### config.mk
export PLATFORM = sky130hd
export DESIGN_NAME = flash_read_sched
export DESIGN_NICKNAME = d
export VERILOG_FILES = /design/src/rtl/flash_read_sched.sv
export SDC_FILE = /design/constraint.sdc
export NUM_CORES = 1
export LEC_CHECK = 0
export ABC_AREA = 1
export ABC_CLOCK_PERIOD_IN_PS = 5190
export CORE_UTILIZATION = 45
export DETAILED_ROUTE_END_ITERATION = 8
export GPL_TIMING_DRIVEN = 0
export PLACE_DENSITY = 0.76
export SYNTH_ARGS = -nofsm -noshare
export SYNTH_HDL_FRONTEND = slang
export SYNTH_SLANG_ARGS = --single-unit
### constraint.sdc
create_clock -name wb_clk_i -period 5.19 [get_ports wb_clk_i]
set_clock_uncertainty 0.15 [all_clocks]
set_input_delay 0.519 -clock wb_clk_i [delete_from_list [all_inputs] [get_ports wb_clk_i]]
set_output_delay 0.519 -clock wb_clk_i [all_outputs]
set_load 0.005 [all_outputs]
### src/rtl/flash_read_sched.sv
// -----------------------------------------------------------------------------
// flash_read_sched
//
// Shares one SPI flash (mode 0, single I/O) between two requesters. Each
// granted request runs a standard read: opcode 0x03, a 24-bit address and
// 32 data bits, all MSB first. The four received bytes are packed
// little-endian into rdata, so the first byte lands in rdata[7:0].
// Ties between requesters are broken round-robin.
//
// Ports
//   wb_clk_i   in   1   clock, rising edge
//   wb_rst_i   in   1   synchronous active-high reset
//   req_valid  in   2   read request, bit i = requester i
//   req0_addr  in  24   requester 0 byte address
//   req1_addr  in  24   requester 1 byte address
//   req_ready  out  2   one-cycle grant pulse
//   req_done   out  2   one-cycle completion pulse to the owner
//   rdata      out 32   read word, valid from req_done until the next one
//   flash_csb  out  1   SPI chip select, active low
//   flash_clk  out  1   SPI clock, idles low
//   flash_io0  out  1   SPI MOSI
//   flash_io1  in   1   SPI MISO
//
// State  | meaning
// S_IDLE | waiting for a request; grant issued combinationally here
// S_CMD  | shifting out the 8-bit opcode
// S_ADDR | shifting out the 24-bit address
// S_DATA | shifting in 32 data bits, MOSI held low
// S_GAP  | chip select high for 2 cycles; req_done in the first one
// -----------------------------------------------------------------------------
module flash_read_sched #(
  parameter int CLK_DIV = 2
) (
  input  logic        wb_clk_i,
  input  logic        wb_rst_i,
  input  logic [1:0]  req_valid,
  input  logic [23:0] req0_addr,
  input  logic [23:0] req1_addr,
  output logic [1:0]  req_ready,
  output logic [1:0]  req_done,
  output logic [31:0] rdata,
  output logic        flash_csb,
  output logic        flash_clk,
  output logic        flash_io0,
  input  logic        flash_io1
);

  typedef enum logic [2:0] {
    S_IDLE,
    S_CMD,
    S_ADDR,
    S_DATA,
    S_GAP
  } state_t;

  // Per-bit down-counter: upper half of the count is the low phase,
  // lower half the high phase. Terminal count 0 ends the bit.
  localparam logic [8:0] TICK_LOAD   = 9'(2 * CLK_DIV - 1);
  localparam logic [8:0] TICK_RISE   = 9'(CLK_DIV - 1);
  localparam logic [8:0] TICK_HIGH   = 9'(CLK_DIV);
  localparam logic [7:0] OPCODE_READ = 8'h03;

  state_t      r_state;
  state_t      w_state_next;
  logic [8:0]  r_tick;
  logic [5:0]  r_bit_cnt;
  logic [63:0] r_shift;
  logic [31:0] r_rx;
  logic [31:0] r_rdata;
  logic        r_owner;     // also the round-robin pointer: last requester granted
  logic        r_gap_cnt;

  logic        w_busy;
  logic        w_bit_end;
  logic        w_rise;
  logic        w_last_bit;
  logic        w_grant_idx;
  logic [1:0]  w_grant_vec;
  logic [31:0] w_rx_next;

  always_comb begin
    w_state_next = r_state;
    w_grant_idx  = 1'b0;
    w_grant_vec  = 2'b00;
    w_busy       = (r_state == S_CMD) || (r_state == S_ADDR) || (r_state == S_DATA);
    w_bit_end    = w_busy && (r_tick == 9'd0);
    w_rise       = w_busy && (r_tick == TICK_RISE);
    w_last_bit   = (r_state == S_DATA) && w_bit_end && (r_bit_cnt == 6'd0);
    // The final data bit is sampled in the same cycle the word is committed,
    // so rdata is built from the post-sample value.
    w_rx_next    = (w_rise && (r_state == S_DATA)) ? {r_rx[30:0], flash_io1} : r_rx;

    case (r_state)
      S_IDLE: begin
        if (req_valid != 2'b00) begin
          w_grant_idx  = (req_valid == 2'b11) ? ~r_owner : req_valid[1];
          w_grant_vec  = w_grant_idx ? 2'b10 : 2'b01;
          w_state_next = S_CMD;
        end
      end
      S_CMD: begin
        if (w_bit_end && (r_bit_cnt == 6'd56)) w_state_next = S_ADDR;
      end
      S_ADDR: begin
        if (w_bit_end && (r_bit_cnt == 6'd32)) w_state_next = S_DATA;
      end
      S_DATA: begin
        if (w_last_bit) w_state_next = S_GAP;
      end
      S_GAP: begin
        if (!r_gap_cnt) w_state_next = S_IDLE;
      end
      default: w_state_next = S_IDLE;
    endcase
  end

  always_ff @(posedge wb_clk_i) begin
    if (wb_rst_i) begin
      r_state   <= S_IDLE;
      r_tick    <= 9'd0;
      r_bit_cnt <= 6'd0;
      r_shift   <= 64'd0;
      r_rx      <= 32'd0;
      r_rdata   <= 32'd0;
      r_owner   <= 1'b1;   // pretend requester 1 went last so a tie favours 0
      r_gap_cnt <= 1'b0;
    end else begin
      r_state <= w_state_next;
      r_rx    <= w_rx_next;
      case (r_state)
        S_IDLE: begin
          if (req_valid != 2'b00) begin
            r_owner   <= w_grant_idx;
            r_shift   <= {OPCODE_READ, (w_grant_idx ? req1_addr : req0_addr), 32'd0};
            r_tick    <= TICK_LOAD;
            r_bit_cnt <= 6'd63;
            r_rx      <= 32'd0;
          end
        end
        S_CMD, S_ADDR, S_DATA: begin
          if (w_bit_end) begin
            r_tick <= TICK_LOAD;
            // Zeros shift in behind the address, so MOSI is 0 during DATA.
            r_shift <= {r_shift[62:0], 1'b0};
            if (w_last_bit) begin
              r_rdata   <= {w_rx_next[7:0], w_rx_next[15:8], w_rx_next[23:16], w_rx_next[31:24]};
              r_gap_cnt <= 1'b1;
            end else begin
              r_bit_cnt <= r_bit_cnt - 6'd1;
            end
          end else begin
            r_tick <= r_tick - 9'd1;
          end
        end
        S_GAP: begin
          r_gap_cnt <= 1'b0;
        end
        default: ;
      endcase
    end
  end

  assign req_ready = wb_rst_i ? 2'b00 : w_grant_vec;
  assign req_done  = ((r_state == S_GAP) && r_gap_cnt) ? (r_owner ? 2'b10 : 2'b01) : 2'b00;
  assign rdata     = r_rdata;
  assign flash_csb = ~w_busy;
  assign flash_clk = w_busy && (r_tick < TICK_HIGH);
  assign flash_io0 = w_busy && r_shift[63];

endmodule

; Word level (Yosys, flattened, before mapping)
; Cells that the tools add are included.
[totals]
out_inout_bits = 39
regBits = 148
in_bits = 53
word_cells = 87
[op_classes]
n_lt_le_gt_ge = 1
eq_ne = 16
bitwise = 2
n_addsub = 2
muxes = 32
n_reduce_logical = 26
[op_table]
columns = operator, count
row1 = 64-bit 2-to-1 mux, 2
row2 = 64-bit one-hot mux with 2 select lines, 1
row3 = 32-bit 2-to-1 mux, 3
row4 = 24-bit 2-to-1 mux, 1
row5 = 6-bit 2-to-1 mux, 3
row6 = 9-bit 2-to-1 mux, 2
row7 = 9-bit one-hot mux with 2 select lines, 1
row8 = 3-bit 2-to-1 mux, 5
row9 = 3-bit one-hot mux with 5 select lines, 1
row10 = "6-bit equality test, second input constant", 2
row11 = 2-bit 2-to-1 mux, 6
row12 = "2-bit inequality test, second input constant", 6
row13 = 6-bit one-hot mux with 2 select lines, 1
row14 = 1-bit logical AND, 10
row15 = "9-bit by 1-bit equality test with 1-bit output, second input constant", 1
row16 = 9-bit logical NOT, 1
row17 = "9-bit by 2-bit less-than comparator with 1-bit output, second input constant", 1
row18 = 3-bit AND reduction, 3
row19 = "9-bit by 1-bit subtractor with 9-bit output, second input constant", 1
row20 = "3-bit by 2-bit equality test with 1-bit output, second input constant", 2
row21 = 6-bit logical NOT, 1
row22 = 2-bit nonzero test, 3
row23 = "6-bit by 1-bit subtractor with 6-bit output, second input constant", 1
row24 = 1-bit 2-to-1 mux, 5
row25 = other kinds (12), 16

; Depth between registers and ports, before layout
[logic_depth]
word_depth = 9
mapped_depth = 12

; Worst setup path before layout
; No wires, ideal clock.
[synth_path]
path_type = in2out
start = in req_valid[0]
end = out req_ready[1]
required_ps = 4521
path_slack_ps = 3354
cell_stages = 6
arrival_time_ps = 1167
n_path_buf = 1
path_cell_list = nand2_1 -> nand2_1 -> nor2_4 -> inv_2 -> buf_2 -> nor2_1
[synth_between]
elab_chain_len = 6
elab_cells_between_ends = 7
classes_between = eq/ne (1) / mux (5) / reduce/logical (1)
[synth_rtl]
columns = item, line
row1 = from (decl), 36  ; input logic [1:0] req_valid,
row2 = 2-bit equality test, 96  ; w_grant_idx = (req_valid == 2'b11) ? ~r_owner : req_valid[1];
row3 = 1-bit 2-to-1 mux, 96
row4 = 2-bit 2-to-1 mux, 97  ; w_grant_vec = w_grant_idx ? 2'b10 : 2'b01;
row5 = 2-bit 2-to-1 mux (*), 95  ; if (req_valid != 2'b00) begin
row6 = 2-bit 2-to-1 mux (*), 93  ; case (r_state)
row7 = 2-bit 2-to-1 mux (*), 163  ; assign req_ready = wb_rst_i ? 2'b00 : w_grant_vec;
row8 = to (decl), 39  ; output logic [1:0] req_ready,
; Every way passes the cells marked *; elsewhere a longest branch is shown, timed or not.

; Worst setup path in the final report
[layout_path]
start = in wb_rst_i
end = out req_ready[0]
[layout_between]
elab_chain_len = 1
[layout_rtl]
columns = item, line
row1 = from (decl), 35  ; input logic wb_rst_i,
row2 = 2-bit 2-to-1 mux, 163
; No other way between the ends.

==> flow_metrics.tcl <==
set metrics [dict create \
    clockBufferDepth 2 \
    synthSimpleGateAreaFrac_pct 25.1 \
    place.gp.congestion 0.832 \
    r2r-start "r_tick[0]" \
    drv_cap 0 \
    fmax_ghz 0.313 \
    period_needed_ns 3.19 \
    cts_hold_buf 0 \
    die_x_microns 112 \
    routed_wl_mm 13.8 \
    synth_warnings 0 \
    area_growth_pct 31.0 \
    clock_sink_count 116 \
    vias 5127 \
    numPortBuffers 91 \
    start_util_pct 47.0 \
    antenna_left 0 \
    yosysSeqAreaShare_pct 42.6 \
    fin_setup_tns_ns 0 \
    holdPathStages 2 \
    grt_setup_unrepaired "no" \
    peakVddDrop_v 0.000260 \
    status "finished, violations left" \
    finalNetCount 918 \
    dieHeight_microns 112 \
    whs_ns 0.313 \
    synth_fa_ha_area_share_pct 1.15 \
    syn_inst 750 \
    synth_mux_area_share_pct 0 \
    path_cells "clkdlybuf4s50_1 -> inv_1 -> clkbuf_1 -> nand2_1 -> nor2_1 -> clkdlybuf4s50_1" \
    antenna_found_initial 0 \
    tightest_slew_ns 0.606 \
    synth-compound-area-share_pct 20.0 \
    grt_pass1_vias 4825 \
    place_hpwl_mm 9.25 \
    crit_path_start_kind "input port" \
    post_cts_buffers 0 \
    hold_path.class "flop to flop" \
    syn-num-nets 808 \
    crit_start "wb_rst_i" \
    worstPathRequired_ns 4.52 \
    synth_area_sq_mm 0.00545 \
    drc_errors 3 \
    core_area_sq_mm 0.0116 \
    setup_violations 0 \
    synthTopCellsByArea "dfxtp_1 (43%), nand2_1 (12%), nor2_1 (7.2%)" \
    wire_per_inst_microns 13.6 \
    clk-insertion-delay-late_ns 0.41 \
    maxSlewViolCount 0 \
    cp.arrival_ns 2.52 \
    rows 39 \
    die_area_sq_mm 0.0126 \
    cts_resized 0 \
    failed_checks "design-rule violations" \
    diodes 0 \
    vias_per_cell 5.05 \
    cpMaxStageDelayCell "clkdlybuf4s50_1" \
    drtIter0Drc 369 \
    cts_root_buf "clkbuf_16" \
    synth_top_family_by_area "simple AND/OR/NAND/NOR gates" \
    reg2reg_to "rdata[27]" \
    hold_viol 0 \
    min_from "r_shift[59]" \
    r2r_cells 11 \
    cp_max_fo 10 \
    grt_overflow 0 \
    cts_tree "built" \
    hold_end "r_shift[60]" \
    htree_levels 4 \
    io-pin-count 92 \
    finalCritPeriodShare_pct 61.5 \
    max_stage_delay_ns 0.54 \
    crit_top_cell "clkdlybuf4s50_1" \
    yosysTopAreaCell "dfxtp_1" \
    finalNonFillerCells 1016 \
    grt_pass1_wl_mm 23.2 \
    numCtsBuffers 17 \
    yosys.area_share.xor_xnor_pct 0.964 \
    rrSetupSlack_ns 3.10 \
    first_pass_iters 6 \
    critPathKind "input port to output port" \
    synth_top_cell_area_share_pct 42.6 \
    endpoint_kind "output port" \
    slew_headroom_pct 59.6 \
    synth-seq-cells 116 \
    grt_use_total_pct 23.0 \
    cts.clk_slew.worst_paths_ns 0.06 \
    leakagePower_nw 3.06 \
    ys_types 38 \
    dpl.cell_count 984 \
    grt_start_max_net_pins 17 \
    drive_gt1_share_pct 12.5 \
    avgSynthCellArea_sq_um 7.27 \
    pwr_density_cell_mw_per_mm2 526 \
]
worst max path at each step:
stage | endpoint | slack (ns) | cells past startpoint
2_1_floorplan | req_ready[1] | 3.35 | 6
3_3_place_gp | req_ready[0] | 2.02 | 6
3_5_place_dp | req_ready[0] | 2.03 | 6
4_1_cts | req_ready[0] | 2.01 | 6
5_1_grt | req_ready[0] | 1.88 | 6
6_report | req_ready[0] | 2.00 | 6
state kept, by name (all words and copies together), names as in the netlist:
name	flops
r_gap_cnt	1
r_owner	1
r_bit_cnt	6
r_state	3
r_shift	32
r_tick	9
r_rx	32
rdata	32
cells by family (layout without fill, tap and decap cells):
logic type      count (synthesis)  after routing
compound gates                171            171
simple gates                  327            327
fa+ha+maj                       5              5
flops                         116            116
buf+inv                       125            248
xor+xnor                        6              6
cell usage after synthesis, drive strengths merged:
cell / instances
ha: 5
o31ai: 24
inv: 84
o21bai: 24
a211oi: 1
xor2: 6
nand3: 14
buf: 28
nor4: 1
nand4: 4
clkbuf: 13
a32oi: 1
a21oi: 56
nand2: 181
and3: 1
nor2: 114
o211ai: 1
a31oi: 2
o21ai: 62
or2: 2
dfxtp: 116
nor3: 10
layout by cell type, fill, tap and decap left out, types with 5 or more instances in the layout:
cell / netlist / routed
nand2_1: 175 / 175
dfxtp_1: 116 / 116
nor2_1: 105 / 105
clkdlybuf4s50_1: 0 / 91
inv_1: 76 / 76
o21ai_0: 37 / 37
a21oi_1: 35 / 35
o31ai_1: 24 / 24
o21bai_1: 24 / 24
o21ai_1: 21 / 21
a21oi_2: 20 / 20
clkbuf_16: 0 / 17
buf_2: 14 / 14
clkbuf_1: 13 / 13
nand3_1: 13 / 13
nor3_1: 10 / 10
inv_2: 8 / 8
buf_4: 8 / 8
xor2_1: 6 / 6
nor2_2: 5 / 5
ha_1: 5 / 5
per-stage QoR:
stage / setup slack (ns) / utilization, % / power [mW] / instance area, sq um
after floorplan: 3.35 / - / 2.21 / 5450
after global routing: 1.88 / 61.5 / 4.01 / 7140
final: 2.00 / 61.5 / 3.76 / 7140
after CTS: 2.01 / 61.5 / 3.76 / 7140
after global placement: 2.02 / 56.3 / 2.55 / 6540
after detailed placement: 2.03 / 56.3 / 2.57 / 6540
power breakdown:
part	total, mW	leakage [nW]	switching, mW	internal [mW]
sequential	1.14	0.944	0.107	1.04
clock	1.18	0.291	0.440	0.738
combinational	1.43	1.83	0.890	0.545
total	3.76	3.06	1.44	2.32
critical path: cells and delay by family:
kind	cells	cell delay, ns
buffers and inverters	4	1.79
AND/OR/NAND/NOR	2	0.21
per-layer routing:
layer | track usage (%) | share of wire, %
met1 | 29.0 | 47
met2 | 39.4 | 48
met3 | 4.64 | 3.9
met4 | 7.82 | 1.3
met5 | 0 | 0
cell type report:
cell class / count / area (sq um)
clock buffer: 19 / 453
fill: 1024 / 4470
timing repair buffer: 91 / 911
sequential: 116 / 2320
multi-input combinational: 509 / 2570
buffer: 41 / 246
inverter: 84 / 315
tap: 143 / 179
clock inverter: 13 / 146
(Power assumes the default switching activity.)
